**src/rtl/code_seq_pkg.sv**
```systemverilog
// Shared types and constants for the code_seq range sequencer.
package code_seq_pkg;

    typedef enum logic [1:0] {
        IDLE = 2'd0,
        RUN  = 2'd1,
        DONE = 2'd2
    } state_t;

    localparam int CODE_W = 4;

endpackage

```
**src/rtl/bin2gray.sv**
```systemverilog
// Combinational binary-to-Gray encoder.
module bin2gray #(
    parameter int W = 4
) (
    input  logic [W-1:0] bin,
    output logic [W-1:0] gray
);

    assign gray = bin ^ (bin >> 1);

endmodule

```
**src/rtl/code_seq.sv**
```systemverilog
// Range code sequencer with valid/ready output and modular wrap-around.
// CODE_SEQ_GRAY_EN: present the count Gray-encoded on code.
module code_seq
    import code_seq_pkg::*;
#(
    parameter int W = CODE_W
) (
    input  logic         clk,
    input  logic         rst_b,
    input  logic         start,
    input  logic         stop,
    input  logic [W-1:0] first,
    input  logic [W-1:0] last,
    input  logic         dir,
    input  logic         ready,
    output logic [W-1:0] code,
    output logic         valid,
    output logic         busy,
    output logic         done,
    output logic         wrap
);

    localparam logic [W-1:0] ONE = W'(1);
    localparam logic [W-1:0] MAX = '1;

    state_t       state, state_n;
    logic [W-1:0] cnt, cnt_n;
    logic [W-1:0] last_q, last_n;
    logic         dir_q, dir_n;
    logic         wrap_q, wrap_n;
    logic         at_edge;
    logic [W-1:0] enc;

    always_ff @(posedge clk or negedge rst_b) begin
        if (!rst_b) begin
            state  <= IDLE;
            cnt    <= '0;
            last_q <= '0;
            dir_q  <= 1'b0;
            wrap_q <= 1'b0;
        end else begin
            state  <= state_n;
            cnt    <= cnt_n;
            last_q <= last_n;
            dir_q  <= dir_n;
            wrap_q <= wrap_n;
        end
    end

    always_comb begin
        state_n = state;
        cnt_n   = cnt;
        last_n  = last_q;
        dir_n   = dir_q;
        wrap_n  = 1'b0;
        at_edge = dir_q ? (cnt == '0) : (cnt == MAX);
        unique case (state)
            IDLE: begin
                if (start && !stop) begin
                    state_n = RUN;
                    cnt_n   = first;
                    last_n  = last;
                    dir_n   = dir;
                end
            end
            RUN: begin
                // abort wins; a same-edge transfer needs no extra action
                if (stop) begin
                    state_n = IDLE;
                end else if (ready) begin
                    if (cnt == last_q) begin
                        state_n = DONE;
                    end else begin
                        cnt_n  = dir_q ? cnt - ONE : cnt + ONE;
                        wrap_n = at_edge;
                    end
                end
            end
            DONE: state_n = IDLE;
            default: state_n = IDLE;
        endcase
    end

`ifdef CODE_SEQ_GRAY_EN
    bin2gray #(.W(W)) u_gray (
        .bin  (cnt),
        .gray (enc)
    );
`else
    assign enc = cnt;
`endif

    assign valid = (state == RUN);
    assign busy  = (state != IDLE);
    assign done  = (state == DONE);
    assign wrap  = wrap_q;
    assign code  = valid ? enc : '0;

endmodule

```
**config.mk**
```make
export PLATFORM = sky130hd
export DESIGN_NAME = code_seq
export DESIGN_NICKNAME = d
export VERILOG_FILES = /design/src/rtl/code_seq_pkg.sv /design/src/rtl/bin2gray.sv /design/src/rtl/code_seq.sv
export SDC_FILE = /design/constraint.sdc
export NUM_CORES = 1
export LEC_CHECK = 0
export ABC_AREA = 1
export CAP_MARGIN = 20
export CORE_MARGIN = 3
export CORE_UTILIZATION = 41
export CTS_BUF_LIST = sky130_fd_sc_hd__clkbuf_4
export DETAILED_ROUTE_END_ITERATION = 12
export PLACE_DENSITY = 0.79
export SETUP_SLACK_MARGIN = 0.1
export SYNTH_ARGS = -nofsm -noshare
export SYNTH_HDL_FRONTEND = slang
export SYNTH_SLANG_ARGS = --single-unit
```
**constraint.sdc**
```tcl
create_clock -name clk -period 1.7 [get_ports clk]
set_input_delay 0.255 -clock clk [delete_from_list [all_inputs] [get_ports clk]]
set_output_delay 0.255 -clock clk [all_outputs]
set_load 0.02 [all_outputs]
```
# Yosys cells after proc, flatten, opt, wreduce, memory -nomap -nowiden
# Index checks and enable logic that the tools add are counted.
dict set report word_totals {
  reg_bits 12
  latchBits 0
  ram_bits 0
  mem_bits_ro 0
  out_inout_bits 8
  n_memories 0
}
dict set report op_classes {
  addsub 2
  mul 0
  div 0
  order_cmp 0
  eq_ne 10
  n_shift 0
  mux 17
  bitwise 0
  reduce_logical 9
}
# op count
set ops {}
lappend ops {{4-bit two-way mux} 6}
lappend ops {{2-bit two-way mux} 4}
lappend ops {{2-bit != test, second input constant} 4}
lappend ops {{4-bit one-hot mux with 2 select lines} 1}
lappend ops {{1-bit two-way mux} 5}
lappend ops {{5-bit AND reduction} 1}
lappend ops {{4-bit by 1-bit adder with 4-bit output, second input constant} 1}
lappend ops {{4-bit == test} 1}
lappend ops {{4-bit == test, second input constant} 1}
lappend ops {{4-bit logical NOT} 1}
lappend ops {{2-bit one-hot mux with 2 select lines} 1}
lappend ops {{2-bit nonzero test} 2}
lappend ops {{4-bit by 1-bit subtractor with 4-bit output, second input constant} 1}
lappend ops {{3-bit by 2-bit != test with 1-bit output, second input constant} 1}
lappend ops {{3-bit != test, second input constant} 1}
lappend ops {{3-bit AND reduction} 1}
lappend ops {{2-bit by 1-bit == test with 1-bit output, second input constant} 1}
lappend ops {{2-bit == test, second input constant} 1}
lappend ops {{2-bit logical NOT} 1}
lappend ops {{2-bit AND reduction} 1}
lappend ops {{1-bit logical AND} 1}
lappend ops {{1-bit logical NOT} 1}

# Longest topological paths before layout
# Gate-level depths: netlist of run 1.
dict set report depth {
  depth_word 6
  ltp_mapped 9
}

# Worst setup path before layout of run 1
# Ideal clock, no wire load.
dict set report synth_path {
  path_kind {reg-to-reg}
  from {register state[1]}
  to {register cnt[0]}
  setup_time_ns 0.117
  arrival_ns 1.287
  required_time_ns 1.583
  path_slack_ns 0.297
  path_stages_with_launch 7
  cell_sequence {dfrtp_1 nor2_4 inv_2 nor2_1 nor2_1 nand2_1 nand2_1}
}
dict set report synth_via {
  elab_chain_cells 3
}
# element line
set synth_rtl {}
lappend synth_rtl {{start, declared} code_seq.sv:26} ;# state_t state, state_n;
lappend synth_rtl {{start signal, assigned} code_seq.sv:42} ;# state <= state_n;
lappend synth_rtl {{2-bit by 1-bit == test with 1-bit output *} n/a}
lappend synth_rtl {{net valid} code_seq.sv:17} ;# output logic valid,
lappend synth_rtl {{2-bit != test (no source line) / 2-bit nonzero test (equally long branches)} n/a}
lappend synth_rtl {{5-bit AND reduction (no source line)} n/a}
lappend synth_rtl {{end signal, assigned} code_seq.sv:43} ;# cnt <= cnt_n;
lappend synth_rtl {{end, declared} code_seq.sv:27} ;# logic [W-1:0] cnt, cnt_n;
# Mark *: on every way through the listed nets, which the timed path passes. The rest lies on a longest branch.
# A chain may end at the register's enable or synchronous reset.

# Worst setup path in the final report of run 1
dict set report layout_path {
  from {register state[1]}
  to {output busy}
}
dict set report layout_via {
  elab_chain_cells 1
}
# element line
set layout_rtl {}
lappend layout_rtl {{2-bit nonzero test} code_seq.sv:94} ;# assign busy = (state != IDLE);
lappend layout_rtl {{end, declared} code_seq.sv:18} ;# output logic busy,
# No other way between the ends.

==> qor.csv, run 1 <==
stage,metric,value,unit
synthesis,top_reg_cell synth,dfrtp_1,
detailed_routing,Vias,788,
worst_setup_path,crit path cell chain,nor2_1 -> inv_1 -> dlygate4sd2_1,
timing,Tmin final,1.50,ns
clocking,Num CTS Buffers,3,
clocking,CTS tree,yes,
pwr,Max VDD drop,0.000681,V
synthesis,Synth top area share,36.3,%
floorplanning,Cell Rows,15,
worst_setup_path,crit path DAT,1.24,ns
timing,final hold vios,0,
timing,worst hold margin,0.334,ns
worst_setup_path,CP bufs+invs,2,
synthesis,Post-Syn Area,828,um^2
clocking,worst skew pair latency,0.28,ns
worst_setup_path,reg2reg start,cnt[1],
timing,total negative slack,0,ns
detailed_routing,wire per inst,11.7,um
floorplanning,Core Area,0.00182,mm^2
synthesis,Netlist cell types,19,
clocking,postcts setup bufs,0,
place,hpwl dp,1570,um
final_layout,ant diodes,0,
timing,Slew HR,62.0,%
clocking,CTS Sinks,12,
worst_setup_path,Top delay family on crit path,flip-flops,
final_layout,Layout area overhead,31.3,%
timing,crit share post-route,88.0,%
timing,Final setup viols,0,
worst_setup_path,RR Endpoint,cnt[2],
place,I/O Buffers,21,
pwr,Sequential Power Share,33.5,%
job,Maximum Capacitance Violations,0,
floorplanning,Die ar.,0.00260,mm^2
synthesis,most instantiated library cell after synthesis,nand2_1,
synthesis,biggest area consumer among synthesized cells,dfrtp_1,
global_routing,initial antenna violation count,0,
worst_setup_path,Worst Setup Start Kind,register,
pwr,Power Total,0.00134,W
synthesis,ranking of synthesized cells by area,"dfrtp_1 (36%), nand2_1 (12%), nand3_1 (6.6%)",
worst_setup_path,CP Class,register to output pin,
timing,worst slew pin tran,0.569,ns
worst_setup_path,Critical Path RT,1.44,ns
clocking,clock-pin slew on the worst setup and hold paths,0.08,ns
worst_setup_path,Setup crit end kind,output pin,
synthesis,"FF+latch count, synth",12,
detailed_routing,# DRC,0,
pwr,Switch Pwr,0.000614,W
pwr,Gate power share,52.5,%
floorplanning,Initial Utilization,45.5,%
place,Final Wtd Congestion,0.808,
global_routing,Global Route Usage Sum,17.1,%
synthesis,commonest cells in the netlist,"nand2_1 (27), nor2_1 (13), dfrtp_1 (12), inv_1 (12), nand3_1 (11)",
clocking,htree depth,1,
global_routing,global route overflow,0,
clocking,hold_buf cts,0,
pwr,Clock power frac,14.0,%
detailed_routing,vias per cell,4.83,
worst_setup_path,critical path's slowest cell,dfrtp_1,
timing,f_max,668,MHz
worst_setup_path,worst-path maximum fanout,3,
clocking,Root Buffer,clkbuf_4,
floorplanning,I/O Pins,22,
final_layout,"non-filler cells, final",163,
pwr,PwrDens,1230,mW/mm^2
pwr,switching share of power,46.0,%
global_routing,pin count of the biggest net entering global routing,13,
synthesis,syn_nets,127,
worst_setup_path,worst setup path endpoint,busy,
clocking,Clock Path Buffers,2,
global_routing,global-route wire length before repair,3350,um
detailed_routing,initial drt markers,13,
final_layout,FILL cells,179,
synthesis,Post-synth EDFFs,0,
final_layout,nets,156,
timing,Final Skew,0.00622,ns
worst_setup_path,FF-to-FF path depth,8,
worst_setup_path,Crit path depth,3,
timing,RSZ-0062 raised after global routing,false,
outcome,status,finished clean,
floorplanning,Die X,50.9,um
worst_setup_path,"setup slack, reg-to-reg",0.25,ns
synthesis,asr flop ratio synth,100,%
pwr,Static Leakage,0.566,nW
global_routing,number of global-route vias before repair,762,
floorplanning,die height,50.9,um
synthesis,Syn Inst Count,110,
worst_setup_path,Critical Path Max Stage Delay,0.43,ns
worst_setup_path,CP Launch Point,state[1],
detailed_routing,Detailed Routing Iterations Pass 1,4,
pwr,Pint,0.000722,W
place,Cells after DPL,159,
hold_path,worst hold path type,input pin to asynchronous set/reset pin,
final_layout,Finished Cell Area,0.00109,mm^2
place,Area after DPL,0.00109,mm^2
detailed_routing,post-route ant nets,0,
synthesis,sequential share of the synthesized area,36.3,%
timing,"Slew Viols, Final",0,
synthesis,Yosys Warn Count,0,
final_layout,share of cells above drive strength 1,26.1,%
detailed_routing,WL final,1910,um
synthesis,"Avg Cell Area, Syn",7.53,um^2
layer usage:
layer	part of all wire, %	GRT usage (%)	routed length (um)	vias to the layer above
met2	52	29.6	994	22
li1	-	-	-	399
met1	40	20.7	767	362
met5	0	0	0	-
met4	1.2	4.04	23	0
met3	6.4	4.96	123	5
cell type report:
| class | instances | area [um^2] | share of cell area, % |
|---|---|---|---|
| Timing Repair Buffer | 25 | 213 | 19.6 |
| Sequential cell | 12 | 300 | 27.6 |
| Multi-Input combinational cell | 80 | 453 | 41.7 |
| Inverter | 17 | 63.8 | 5.87 |
| Tap cell | 25 | 31.3 | 2.88 |
| Clock buffer | 3 | 22.5 | 2.07 |
| Clock inverter | 1 | 3.75 | 0.345 |
worst min-delay path by stage:
stage,from,endpoint,slack [ns],cells after the start
3_5_place_dp,last_q[3],last_q[3],0.54,2
5_1_grt,rst_b,cnt[1],0.37,1
6_report,rst_b,cnt[2],0.33,1
4_1_cts,rst_b,cnt[2],0.35,1
2_1_floorplan,rst_b,cnt[0],-0.04,0
3_3_place_gp,last_q[2],last_q[2],0.53,2
logic make-up after synthesis:
family                     share of synthesized area (%)
and+or+nand+nor                                     39.9
buffers and inverters                               9.06
DFF                                                 36.3
AOI/OAI and AO/OA                                   9.36
adders and majority gates                           5.44
flip-flops by register name, indices dropped and copies added, names as in the netlist:
name    flops
cnt         4
dir_q       1
last_q      4
state       2
wrap        1
worst reg2reg max path, cell delays in order, from the launching register on:
cell	delay, ns
dfrtp_1	0.46
inv_2	0.10
fa_1	0.40
inv_1	0.11
a21oi_2	0.06
o21ai_1	0.07
nand2_1	0.06
nand2_1	0.06
nand2_1	0.04
cells in the final DEF, fill, tap and decap left out, drive strengths merged:
cell            n
buf             6
dfrtp          12
clkdlybuf4s50  14
nor3            2
dlygate4sd2     2
nor2           17
a21oi           9
ha              2
o21ai           2
clkbuf          6
inv            17
clkinv          1
nand3          12
nand2          35
fa              1
timing repair:
action / in CTS / in global routing
setup endpoints to repair: 7 / 5
gates resized for setup: 13 / 6
cloned: 0 / 0
power groups by stage:
stage	sequential [W]	combinational (W)	clock, W
after floorplan	0.000434	0.000513	0
after global placement	0.000446	0.000699	0
after detailed placement	0.000453	0.000732	0
after CTS	0.000447	0.000721	0.000199
after global routing	0.000457	0.000795	0.000215
final	0.000447	0.000702	0.000187
metrics by stage:
step                      utilization (%)  setup WS (ns)
after detailed placement             59.8         0.0787
after global routing                 59.7          0.118
after CTS                            61.2         0.0383
final                                59.7          0.204
after floorplan                         -          0.297
after global placement               59.8         0.0971
Note: power is estimated with default switching activity, not from simulation.
==> run 2: changes to the inputs <==
Settings changed: CORE_MARGIN 3 to 2, HOLD_SLACK_MARGIN from default to 0.12.
==> run 2 against run 1 <==
Effect of this change:
- worst hold slack worse by 0.0048 ns
- die area down 7.7%
- critical path depth up 1
- clock skew down 0.0021 ns
- clock-buffer cell count unchanged
- power up 0.20%
- utilization down 4.1 points
- sequential cell count unchanged
- final cell count unchanged
- combinational power about the same
- highest routed layer unchanged
==> qor.csv, run 2 (synthesized netlist as in run 1, its figures left out) <==
stage,metric,value,unit
outcome,status,finished clean,
final_layout,Regs by FF count,"cnt (4), last_q (4), state (2)",
final_layout,"commonest non-fill, non-tap cell in the layout",nand2_1,
clocking,CTS Sinks,12,
global_routing,initial antenna violation count,0,
global_routing,global-route wire length before repair,3200,um
worst_setup_path,CP Class,register to output pin,
timing,Final setup viols,0,
detailed_routing,Vias,806,
worst_setup_path,Top delay family on crit path,flip-flops,
worst_setup_path,worst-path maximum fanout,9,
worst_setup_path,crit path DAT,1.26,ns
global_routing,global route overflow,0,
clocking,htree depth,1,
final_layout,most frequent cells in the layout,"nand2_1 (27), clkdlybuf4s50_1 (14), inv_1 (12), nor2_1 (12), dfrtp_1 (12)",
detailed_routing,# DRC,0,
pwr,switching share of power,46.4,%
hold_path,worst hold path type,input pin to asynchronous set/reset pin,
final_layout,ant diodes,0,
detailed_routing,vias per cell,4.94,
worst_setup_path,Critical Path RT,1.44,ns
timing,Final Skew,0.00416,ns
worst_setup_path,critical path's slowest cell,dfrtp_1,
place,Area after DPL,0.00108,mm^2
final_layout,FILL cells,199,
clocking,Clock Path Buffers,2,
final_layout,Finished Cell Area,0.00108,mm^2
place,I/O Buffers,21,
timing,Tmin final,1.52,ns
pwr,Max VDD drop,0.000867,V
timing,RSZ-0062 raised after global routing,true,
global_routing,number of global-route vias before repair,743,
pwr,Static Leakage,0.561,nW
clocking,Num CTS Buffers,3,
timing,final hold vios,0,
timing,crit share post-route,89.2,%
worst_setup_path,Setup crit end kind,output pin,
floorplanning,Die X,48.9,um
job,Maximum Capacitance Violations,0,
timing,"Slew Viols, Final",0,
timing,Slew HR,62.6,%
pwr,Sequential Power Share,33.7,%
floorplanning,Initial Utilization,42.7,%
detailed_routing,post-route ant nets,0,
final_layout,"non-filler cells, final",163,
pwr,Pint,0.000717,W
timing,worst slew pin tran,0.559,ns
pwr,Clock power frac,13.7,%
worst_setup_path,crit path cell chain,nor2_4 -> inv_2 -> nor2_1 -> clkbuf_2,
floorplanning,Core Area,0.00194,mm^2
detailed_routing,initial drt markers,22,
final_layout,share of cells above drive strength 1,26.5,%
detailed_routing,WL final,1900,um
worst_setup_path,CP bufs+invs,2,
floorplanning,Cell Rows,16,
floorplanning,die height,48.9,um
clocking,Root Buffer,clkbuf_4,
clocking,worst skew pair latency,0.28,ns
detailed_routing,wire per inst,11.7,um
floorplanning,Die ar.,0.00240,mm^2
place,Final Wtd Congestion,0.834,
detailed_routing,Detailed Routing Iterations Pass 1,4,
global_routing,Global Route Usage Sum,17.4,%
final_layout,Layout area overhead,30.5,%
timing,total negative slack,0,ns
global_routing,pin count of the biggest net entering global routing,17,
pwr,PwrDens,1240,mW/mm^2
floorplanning,I/O Pins,22,
timing,f_max,660,MHz
pwr,Switch Pwr,0.000622,W
place,Cells after DPL,160,
pwr,Gate power share,52.6,%
clocking,postcts setup bufs,0,
final_layout,nets,155,
worst_setup_path,Worst Setup Start Kind,register,
worst_setup_path,Critical Path Max Stage Delay,0.43,ns
clocking,CTS tree,yes,
clocking,clock-pin slew on the worst setup and hold paths,0.08,ns
place,hpwl dp,1460,um
[run 2: power by group through the flow]
| stage | registers, W | clock network [W] | logic (W) |
|---|---|---|---|
| after floorplan | 0.000434 | 0 | 0.000513 |
| after global placement | 0.000445 | 0 | 0.000698 |
| after detailed placement | 0.000451 | 0 | 0.000723 |
| after CTS | 0.000446 | 0.000184 | 0.000715 |
| after global routing | 0.000457 | 0.000200 | 0.000794 |
| final | 0.000451 | 0.000184 | 0.000704 |
[run 2: through the flow]
step / hold WS, ns / worst slack, ns / total power, W / util, %
after floorplan: -0.0406 / 0.297 / 0.000947 / -
after global placement: 0.525 / 0.100 / 0.00114 / 55.8
after detailed placement: 0.541 / 0.0760 / 0.00117 / 55.8
after CTS: 0.354 / 0.0490 / 0.00135 / 56.8
after global routing: 0.369 / 0.0965 / 0.00145 / 55.7
final: 0.329 / 0.184 / 0.00134 / 55.7
[run 2: timing repair]
item / in CTS / in global routing
hold endpoints to repair: 0 / 0
cloned: 0 / 0
hold buffers: 0 / 0
endpoints found under the setup margin: 7 / 6
gates resized for setup: 12 / 8
[run 2: layer usage]
metal | up-vias | wire length, um | track usage, % | share of wire [%]
met5 | - | 0 | 0 | 0
met4 | 0 | 21 | 5.71 | 1.1
met3 | 3 | 113 | 4.91 | 5.9
met2 | 28 | 980 | 30.1 | 52
met1 | 380 | 785 | 20.7 | 41
li1 | 395 | - | - | -
[run 2: final cells by class]
type	instances	area, um^2	area share, %
Multi-Input combinational cell	80	455	42.1
Timing Repair Buffer	24	205	19.0
Inverter	17	63.8	5.90
Sequential cell	12	300	27.8
Tap cell	27	33.8	3.12
Clock buffer	3	22.5	2.08
[run 2: path summary, 6_finish.rpt]
check	cells past startpoint	start	endpoint	slack, ns
worst min-delay path	1	rst_b	cnt[1]	0.33
min in group clk	2	last_q[3]	last_q[3]	0.55
worst max register to register	5	dir_q	cnt[1]	0.23
worst min register to register	2	last_q[3]	last_q[3]	0.55
max in group asynchronous	1	rst_b	state[0]	1.00
worst max-delay path	4	state[1]	code[2]	0.18
